[src/rtl/legv8_multicycle_ctrl.sv]
// LEGv8 multi-cycle control sequencer: latches one instruction into IR and steps it through
// FETCH/DECODE/EXEC/MEM/WB, driving register-file selects and datapath strobes.
module legv8_multicycle_ctrl (
    input  logic        CLK,
    input  logic        RST_N,
    input  logic [31:0] Instruction,
    input  logic        inst_valid,
    output logic        inst_ready,
    input  logic        Zero,
    input  logic        mem_ack,
    output logic        Reg2Loc,
    output logic [4:0]  ReadSelect1,
    output logic [4:0]  ReadSelect2,
    output logic [4:0]  WriteSelect,
    output logic        ALUSrc,
    output logic [3:0]  ALUOp,
    output logic        MemRead,
    output logic        MemWrite,
    output logic        RegWrite,
    output logic        PCWrite,
    output logic        PCSrc,
    output logic        illegal,
    output logic [31:0] retire_count
);

    typedef enum logic [2:0] {StFetch, StDecode, StExec, StMem, StWb, StError} state_e;
    typedef enum logic [2:0] {ClsRtype, ClsLdur, ClsStur, ClsCbz, ClsB, ClsMovk, ClsIllegal} cls_e;

    localparam logic [3:0] AluAnd   = 4'b0000;
    localparam logic [3:0] AluOrr   = 4'b0001;
    localparam logic [3:0] AluAdd   = 4'b0010;
    localparam logic [3:0] AluSub   = 4'b0110;
    localparam logic [3:0] AluPassB = 4'b0111;

    state_e      state_q, state_d;
    logic [31:0] ir_q, ir_d;
    logic [31:0] retire_q;
    cls_e        cls;
    logic        dec_reg2loc;
    logic        dec_alusrc;
    logic [3:0]  dec_aluop;

    always_comb begin
        cls         = ClsIllegal;
        dec_reg2loc = 1'b0;
        dec_alusrc  = 1'b0;
        dec_aluop   = AluAnd;
        casez (ir_q[31:21])
            11'b10001011000: begin cls = ClsRtype; dec_aluop = AluAdd; end
            11'b11001011000: begin cls = ClsRtype; dec_aluop = AluSub; end
            11'b10001010000: begin cls = ClsRtype; dec_aluop = AluAnd; end
            11'b10101010000: begin cls = ClsRtype; dec_aluop = AluOrr; end
            11'b11111000010: begin cls = ClsLdur; dec_alusrc = 1'b1; dec_aluop = AluAdd; end
            11'b11111000000: begin
                cls         = ClsStur;
                dec_reg2loc = 1'b1;
                dec_alusrc  = 1'b1;
                dec_aluop   = AluAdd;
            end
            11'b10110100???: begin cls = ClsCbz; dec_reg2loc = 1'b1; dec_aluop = AluPassB; end
            11'b000101?????: cls = ClsB;
            11'b111100101??: begin
                cls         = ClsMovk;
                dec_reg2loc = 1'b1;
                dec_alusrc  = 1'b1;
                dec_aluop   = AluPassB;
            end
            default: cls = ClsIllegal;
        endcase
    end

    always_comb begin
        state_d    = state_q;
        ir_d       = ir_q;
        inst_ready = 1'b0;
        MemRead    = 1'b0;
        MemWrite   = 1'b0;
        RegWrite   = 1'b0;
        PCWrite    = 1'b0;
        PCSrc      = 1'b0;
        unique case (state_q)
            StFetch: begin
                inst_ready = 1'b1;
                if (inst_valid) begin
                    ir_d    = Instruction;
                    state_d = StDecode;
                end
            end
            StDecode: state_d = (cls == ClsIllegal) ? StError : StExec;
            StExec: begin
                case (cls)
                    ClsRtype, ClsMovk: state_d = StWb;
                    ClsLdur, ClsStur:  state_d = StMem;
                    ClsCbz: begin
                        PCWrite = 1'b1;
                        PCSrc   = Zero;
                        state_d = StFetch;
                    end
                    ClsB: begin
                        PCWrite = 1'b1;
                        PCSrc   = 1'b1;
                        state_d = StFetch;
                    end
                    default: state_d = StError;
                endcase
            end
            StMem: begin
                MemRead  = (cls == ClsLdur);
                MemWrite = (cls == ClsStur);
                // A store retires in its ack cycle; a load still needs write-back.
                if (mem_ack) begin
                    if (cls == ClsLdur) begin
                        state_d = StWb;
                    end else begin
                        PCWrite = 1'b1;
                        state_d = StFetch;
                    end
                end
            end
            StWb: begin
                RegWrite = 1'b1;
                PCWrite  = 1'b1;
                state_d  = StFetch;
            end
            StError: state_d = StError;
            default: state_d = StError;
        endcase
    end

    always_ff @(posedge CLK or negedge RST_N) begin
        if (!RST_N) begin
            state_q  <= StFetch;
            ir_q     <= 32'd0;
            retire_q <= 32'd0;
        end else begin
            state_q <= state_d;
            ir_q    <= ir_d;
            if (PCWrite) begin
                retire_q <= retire_q + 32'd1;
            end
        end
    end

    // Decoded operand controls are masked in FETCH so a stale IR never leaks out.
    assign Reg2Loc      = (state_q != StFetch) && dec_reg2loc;
    assign ALUSrc       = (state_q != StFetch) && dec_alusrc;
    assign ALUOp        = (state_q != StFetch) ? dec_aluop : AluAnd;
    assign ReadSelect1  = ir_q[9:5];
    assign ReadSelect2  = Reg2Loc ? ir_q[4:0] : ir_q[20:16];
    assign WriteSelect  = ir_q[4:0];
    assign illegal      = (state_q == StError);
    assign retire_count = retire_q;

endmodule

[config.mk]
export PLATFORM = sky130hd
export DESIGN_NAME = legv8_multicycle_ctrl
export DESIGN_NICKNAME = d
export VERILOG_FILES = /design/src/rtl/legv8_multicycle_ctrl.sv
export SDC_FILE = /design/constraint.sdc
export NUM_CORES = 1
export LEC_CHECK = 0
export ABC_AREA = 1
export CAP_MARGIN = 0
export CORE_ASPECT_RATIO = 1.1
export CORE_MARGIN = 8
export CORE_UTILIZATION = 54
export CTS_BUF_LIST = sky130_fd_sc_hd__clkbuf_4
export DETAILED_ROUTE_END_ITERATION = 10
export PLACE_DENSITY = 0.89
export SYNTH_ARGS = -nofsm -noshare
export SYNTH_HDL_FRONTEND = slang
export SYNTH_SLANG_ARGS = --single-unit
export TNS_END_PERCENT = 10
[constraint.sdc]
create_clock -name CLK -period 4.55 [get_ports CLK]
set_input_delay 1.1375 -clock CLK [delete_from_list [all_inputs] [get_ports CLK]]
set_output_delay 1.1375 -clock CLK [all_outputs]
set_load 0.005 [all_outputs]
==> results of run 1 <==
[flip-flops by register name, indices dropped and copies added, names as in the netlist]
signal / cells
state_q: 3
retire_count: 32
ir_q: 26
[area by class of cell]
type	instances	area, µm²	area share
clock buffers	10	75.07	0.01673
clock inverters	6	77.57	0.01729
inverters	41	153.9	0.03430
multi-input cells	305	1653	0.3684
flip-flops and latches	61	1526	0.3402
well taps	80	100.1	0.02231
repair buffers	91	900.9	0.2008
[power groups by stage]
stage / clock network, W / registers (W) / logic, W
finish: 0.000410 / 0.000823 / 0.000798
global route: 0.000446 / 0.000848 / 0.000884
CTS: 0.000422 / 0.000822 / 0.000810
detailed placement: 0 / 0.000831 / 0.000805
global placement: 0 / 0.000819 / 0.000778
floorplan: 0 / 0.000801 / 0.000538
[stage by stage]
step | utilization | total power (W) | std cells | setup WS [ns] | cell area [µm²]
after global routing | 0.7244 | 0.002178 | 594 | 0.7733 | 4487
after floorplan | - | 0.001339 | 425 | 1.846 | 3468
after global placement | 0.6998 | 0.001597 | 578 | 1.146 | 4334
after CTS | 0.7244 | 0.002054 | 594 | 0.9615 | 4487
after detailed placement | 0.6998 | 0.001636 | 578 | 1.119 | 4334
final | 0.7244 | 0.002030 | 594 | 0.9749 | 4487
[metal layers]
metal	GRT usage	routed length, µm
met2	0.3084	4062
met5	0	0
met3	0.06497	589
met4	0.07568	170
met1	0.2104	3322
[worst max path at each step]
stage / depth (start not counted) / to / slack (ns) / startpoint
6_report: 10 / ReadSelect2[0] / 0.97 / ir_q[29]$_DFFE_PN0P_
4_1_cts: 10 / ReadSelect2[2] / 0.96 / ir_q[29]$_DFFE_PN0P_
3_5_place_dp: 4 / PCSrc / 1.12 / Zero
3_3_place_gp: 4 / PCWrite / 1.15 / mem_ack
5_1_grt: 11 / ReadSelect2[4] / 0.77 / ir_q[26]$_DFFE_PN0P_
2_1_floorplan: 4 / PCWrite / 1.85 / mem_ack
[cells in the mapped netlist]
cell type,n,share of area
nor3_4,1,0.0047
xnor2_1,22,0.056
or2_2,2,0.0036
nand4_1,7,0.013
nor3_1,12,0.017
nor2_1,53,0.057
xor2_1,6,0.015
a31oi_1,2,0.0036
ha_1,1,0.0036
inv_2,4,0.0043
nand3_4,1,0.0051
o21ai_0,1,0.0014
nand3_1,24,0.035
nor4_1,1,0.0018
buf_6,1,0.0032
buf_4,12,0.026
buf_8,1,0.0043
nor3_2,1,0.0029
nand3_2,2,0.0058
o21bai_1,1,0.0022
o21ai_1,4,0.0058
nand2_4,1,0.0032
inv_1,37,0.040
nand3b_1,1,0.0022
clkbuf_1,1,0.0011
nor3b_1,2,0.0043
and3_1,2,0.0036
nor2_2,6,0.011
conb_1,1,0.0011
nand2_1,111,0.12
xnor2_2,1,0.0047
a21oi_1,12,0.017
mux2_2,17,0.055
buf_2,3,0.0043
nand2_2,8,0.014
dfrtp_1,61,0.44
nor2_4,2,0.0065
[cell families (layout without fill, tap and decap cells)]
family / Yosys count / count (layout) / synth area share
AO/OA/AOI/OAI: 20 / 20 / 0.03030
XOR/XNOR: 29 / 29 / 0.07540
adder cells (fa/ha/maj): 1 / 1 / 0.003607
buffers and inverters: 59 / 148 / 0.08333
flip-flops: 61 / 61 / 0.4401
multiplexers: 17 / 17 / 0.05519
other: 1 / 1 / 0.001081
AND/OR/NAND/NOR: 237 / 237 / 0.3110
[cells in the final DEF, fill, tap and decap left out]
cell,count
a21oi_1,12
a31oi_1,2
and3_1,2
buf_2,1
buf_4,2
bufinv_16,2
clkbuf_4,10
clkdlybuf4s50_1,88
clkinv_1,2
clkinv_2,2
conb_1,1
dfrtp_1,61
ha_1,1
inv_1,37
inv_2,4
mux2_2,17
nand2_1,111
nand2_2,8
nand2_4,1
nand3_1,24
nand3_2,2
nand3_4,1
nand3b_1,1
nand4_1,7
nor2_1,53
nor2_2,6
nor2_4,2
nor3_1,12
nor3_2,1
nor3_4,1
nor3b_1,2
nor4_1,1
o21ai_0,1
o21ai_1,4
o21bai_1,1
or2_2,2
xnor2_1,22
xnor2_2,1
xor2_1,6
[critical path: cells and delay by family, from the launching register on]
family	cells	cell delay (ns)
flip-flops	1	0.43
buffers and inverters	3	0.81
AND/OR/NAND/NOR	7	0.79
==> results by group, run 1 <==
Setup path
  • Reg-to-reg slack, setup: 2.54 ns
  • Cell breakdown of the critical path: inv_1 -> nor2_4 -> nand3_1 -> nand2_1 -> nor2_1 -> nor2_4 -> inv_1 -> nand2_1 -> nand2_1 -> clkdlybuf4s50_1
  • Critical-path top delay cell: clkdlybuf4s50_1
  • Critical path type: reg -> out
  • Crit. End Element: output port
  • R2R depth: 9
  • Crit-path most repeated cell: nand2_1
  • Worst r2r src: retire_count[0]$_DFFE_PN0P_
  • Critical Path RT: roughly 3.4 ns
  • Critical path peak fanout: 7
  • CP Data Arrival Time: about 2.4 ns
  • Crit path launch type: flop
  • Largest stage delay on the critical path: roughly 0.50 ns
  • R2R Path End: retire_count[28]$_DFFE_PN0P_

Placement
  • IO buf count: roughly 90
  • Routability Congestion: 0.9051
  • Hpwl dp: around 6400 µm

Routing
  • DRC Markers: 0
  • Wire length per cell: roughly 14 µm
  • Initial DRC count: 112
  • Vias per std cell: about 5.1
  • Vias: 3030
  • Final ANT Viol Nets: 0
  • Post-Route WL: between 8000 and 9000 µm
  • TritonRoute pass-1 iters: 4

Timing
  • RSZ-0062 raised after global routing: false
  • Fin Clk Skew: 0.01539 ns
  • Tmin final: between 3 and 4 ns
  • Fmax: 279.7 MHz
  • Final setup violation count: 0
  • Hold Worst Slack: 0.5131 ns
  • Fin. Hold Viols: 0
  • Fin. max-slew vios: 0
  • Period utilisation layout: 0.7857
  • Slew HR: 0.5460
  • Setup_tns: 0 ns
  • Worst slew pin tran: 0.6786 ns

Clock tree
  • Hold buffers post-CTS: 0
  • Clock Latency Late Sink: roughly 0.40 ns
  • PostCTS Resize Cnt: 0
  • Clk sinks: 61
  • H-tree depth: 3
  • CTS root buffer: clkbuf_4
  • Clock-pin slew on the worst setup and hold paths: 0.09 ns
  • Post-CTS setup buffers: 0
  • CTS tree: done
  • Total CTS buffers: 9
  • Clk buf depth: 2

Synth
  • Cell Area, Synth: about 3500 µm²
  • Post-synthesis cell type count: 37
  • Synthesized net count: 463
  • Avg Cell Area, Syn: between 8 and 9 µm²
  • Synth warn: 0
  • Synthesized flop and latch total: 61
  • Sequential-to-total area share from yosys stat: 0.4401
  • Syn Inst Count: around 430

Worst hold path
  • Worst Hold Path EP: ir_q[17]$_DFFE_PN0P_
  • Hold Path Depth: 1
  • Worst Hold Class: reg -> reg
  • Hold path start: ir_q[17]$_DFFE_PN0P_

Pwr
  • Logic gate share of total power: 0.393
  • LEAKAGE: about 2.0 nW
  • Clock Power Share: 0.202
  • VDD IR-drop max: approximately 0.00031 V
  • PD cells: approximately 450 nW/µm²
  • Seq pwr share: 0.405
  • Switching share of power: 0.3460
  • Switching power: 0.0007026 W
  • Internal: 0.001328 W

Global routing
  • Pin count of the biggest net entering global routing: 38
  • Initial antenna violation count: 0
  • Total GRT Usage: 0.1848
  • First-pass GRT wire length: between 10000 and 15000 µm
  • Gr ovfl total: 0
  • Vias in the first global route: 2990

Floorplan
  • Num ports: between 90 and 100
  • Core footprint: between 6000 and 7000 µm²
  • Starting Density: 0.5600
  • Die outline width: slightly above 90 µm
  • Rows: 30
  • Die Height: roughly 100 µm
  • Die area: roughly 9000 µm²

Flow run
  • Maxcap violations: 0

Layout
  • Share of layout cells above drive strength 1: 0.1226
  • Fillers: about 500
  • Area Overhead vs Synth: 29.37%
  • Diode count: 0
  • Final net count: 547

Run status
  • Status: complete, no violations
Note: power is estimated with default switching activity, not from simulation.
==> run 2, diff against run 1 <==
Settings changed: CORE_UTILIZATION 54 to 45, PLACE_DENSITY 0.89 to 0.79.
Clock period 4.55 ns to 2.87 ns, I/O delays scaled along.
==> run 2 against run 1 <==
  * Via count increased by 4.2%
  * Clock power increased by 35%
  * Routed wire length increased by 12%
  * Core utilization decreased by 10 points
  * Clock skew decreased by 0.0019 ns
  * Critical path type unchanged
  * Highest routed layer unchanged
==> results by group, run 2 (synthesized netlist as in run 1, its figures left out) <==
Run status
  • Status: complete, no violations

Clock tree
  • Clock-pin slew on the worst setup and hold paths: 0.10 ns (about the same)
  • Hold buffers post-CTS: 0 (unchanged)
  • H-tree depth: 3 (unchanged)
  • Clk buf depth: 2 (unchanged)
  • Clk sinks: 61 (unchanged)
  • Clock Latency Late Sink: 0.39 ns (about the same)
  • CTS tree: done
  • CTS root buffer: clkbuf_4
  • Total CTS buffers: 9 (unchanged)

Routing
  • Vias: 3156 (+4.2%)
  • Post-Route WL: 9096 µm (+12%)
  • Initial DRC count: 178 (+59%)
  • DRC Markers: 0 (unchanged)
  • TritonRoute pass-1 iters: 4 (unchanged)
  • Vias per std cell: 4.986 (-2.3%)
  • Final ANT Viol Nets: 0 (unchanged)
  • Wire length per cell: 14.37 µm (+4.8%)

Floorplan
  • Die outline width: 99.71 µm (+7.9%)
  • Die area: 10780 µm² (+17%)
  • Starting Density: 0.4641 (-0.09591)
  • Die Height: 108.1 µm (+8.0%)
  • Rows: 33 (+10%)
  • Num ports: 97 (unchanged)
  • Core footprint: 7473 µm² (+21%)

Layout
  • Commonest non-fill, non-tap cell in the layout: nand2_1
  • Number of flip-flops in the largest register: 32 (unchanged)
  • Share of layout cells above drive strength 1: 0.1780 (+0.05546)
  • Commonest cells after routing, fill and taps aside: 108 x nand2_1, 79 x clkdlybuf4s50_1, 60 x dfrtp_1
  • Fillers: 654 (+31%)
  • Final net count: 563 (+2.9%)
  • Area Overhead vs Synth: 34.31%
  • Post-layout util: 0.6233 (-0.1011)
  • Diode count: 0 (unchanged)

Global routing
  • Pin count of the biggest net entering global routing: 38 (unchanged)
  • Vias in the first global route: 3145 (+5.2%)
  • First-pass GRT wire length: 14830 µm (+7.2%)
  • Gr ovfl total: 0 (unchanged)
  • Initial antenna violation count: 0 (unchanged)
  • Total GRT Usage: 0.1691 (-0.01573)

Setup path
  • Critical Path RT: 2.15 ns (-1.26 ns)
  • Critical path peak fanout: 3 (-4)
  • CP Data Arrival Time: 2.11 ns (-0.33 ns)
  • Reg-to-reg slack, setup: 0.85 ns (-1.69 ns)
  • Critical path type: reg -> out
  • Worst r2r src: retire_count[0]$_DFFE_PN0P_
  • R2R depth: 9 (unchanged)
  • Crit path launch type: flop
  • Crit. End Element: output port
  • CP Launch Point: ir_q[27]$_DFFE_PN0P_
  • R2R Path End: retire_count[30]$_DFFE_PN0P_

Timing
  • Fin. Hold Viols: 0 (unchanged)
  • RSZ-0062 raised after global routing: true
  • Hold Worst Slack: 0.2877 ns (-0.2254 ns)
  • Setup_tns: 0 ns (unchanged)
  • Tmin final: 2.827 ns
  • Slew HR: 0.5213 (-0.02475)
  • Worst slew pin tran: 0.7156 ns (+0.03699 ns)
  • Final setup violation count: 0 (unchanged)
  • Fin Clk Skew: 0.01353 ns (-0.001867 ns)
  • PnR worst setup slack: 0.04315 ns (-0.9317 ns)
  • Period utilisation layout: 0.9850
  • Fin. max-slew vios: 0 (unchanged)
  • Fmax: around 350 MHz

Placement
  • IO buf count: 89 (unchanged)
  • Hpwl dp: 6655 µm (+4.0%)
  • Place WS: 0.2009 ns (-0.9185 ns)
  • Routability Congestion: 0.9242 (+2.1%)

Pwr
  • PD cells: 696.5 nW/µm² (+54%)
  • LEAKAGE: 2.184 nW (+7.1%)
  • VDD IR-drop max: 0.0004470 V (+44%)

Flow run
  • Maxcap violations: 0 (unchanged)

Worst hold path
  • Worst Hold Class: in -> async
-- run 2: cell types whose count changed in the layout (fill, tap and decap cells not counted), moves of 5 or more --
cell	before	now
buf_4	2	17
clkdlybuf4s50_1	88	79
dlymetal6s2s_1	0	5
inv_1	37	32
inv_2	4	9
nor2_1	53	47
nor2_2	6	11
-- run 2: routing by layer --
layer / share of wire / GRT usage / vias to the layer above / wire length [µm]
li1: - / - / 1533 / -
met1: 0.42 / 0.1987 / 1502 / 3786
met2: 0.50 / 0.2880 / 101 / 4564
met3: 0.057 / 0.03535 / 20 / 521
met4: 0.025 / 0.08333 / 0 / 223
met5: 0 / 0 / - / 0
-- run 2: how the worst max path moves through the flow --
stage	to	slack, ns	cells past startpoint
2_1_floorplan	ReadSelect2[0]	0.85	10
3_3_place_gp	ReadSelect2[3]	0.22	10
3_5_place_dp	ReadSelect2[3]	0.20	10
4_1_cts	ReadSelect2[2]	-0.07	10
5_1_grt	ReadSelect2[1]	-0.05	12
6_report	ALUOp[1]	0.04	7
-- run 2: final cells by class --
type                            count  area (µm²)  area share
Tap cell                          105       131.4     0.02820
Sequential cell                    61        1528      0.3280
Inverter                           41       153.9     0.03304
Timing Repair Buffer              107        1033      0.2219
Clock buffer                       10       75.07     0.01612
Multi-Input combinational cell    305        1695      0.3640
Clock inverter                      4       41.29    0.008864
-- run 2: power breakdown --
group          leakage, nW  switching (W)  internal [W]
Sequential           0.761       0.000209       0.00110
Clock               0.0648       0.000294      0.000258
Combinational         1.36       0.000679      0.000703
Total                 2.18        0.00118       0.00206
-- run 2: worst max-delay path, cell delays in order (launching register included) --
cell	delay, ns
dfrtp_1	0.43
buf_4	0.16
nor2_1	0.17
nand3_2	0.11
nand2_2	0.11
nor2_4	0.05
a31oi_1	0.16
clkdlybuf4s50_1	0.53
-- run 2: stage by stage --
| stage | instances | area [µm²] | power, W |
|---|---|---|---|
| global route | 633 | 4658 | 0.003453 |
| CTS | 627 | 4572 | 0.003199 |
| detailed placement | 605 | 4380 | 0.002602 |
| global placement | 605 | 4380 | 0.002553 |
| floorplan | 425 | 3468 | 0.002123 |
| finish | 633 | 4658 | 0.003244 |
-- run 2: timing repair --
| item | 4_1_cts | 5_1_grt |
|---|---|---|
| gates resized for setup | 15 | 15 |
| pin swaps | 7 | 4 |
| endpoints found under the setup margin | 7 | 14 |
| gates cloned | 0 | 0 |
| buffers inserted | 8 | 6 |
| endpoints found under the hold margin | 0 | 0 |
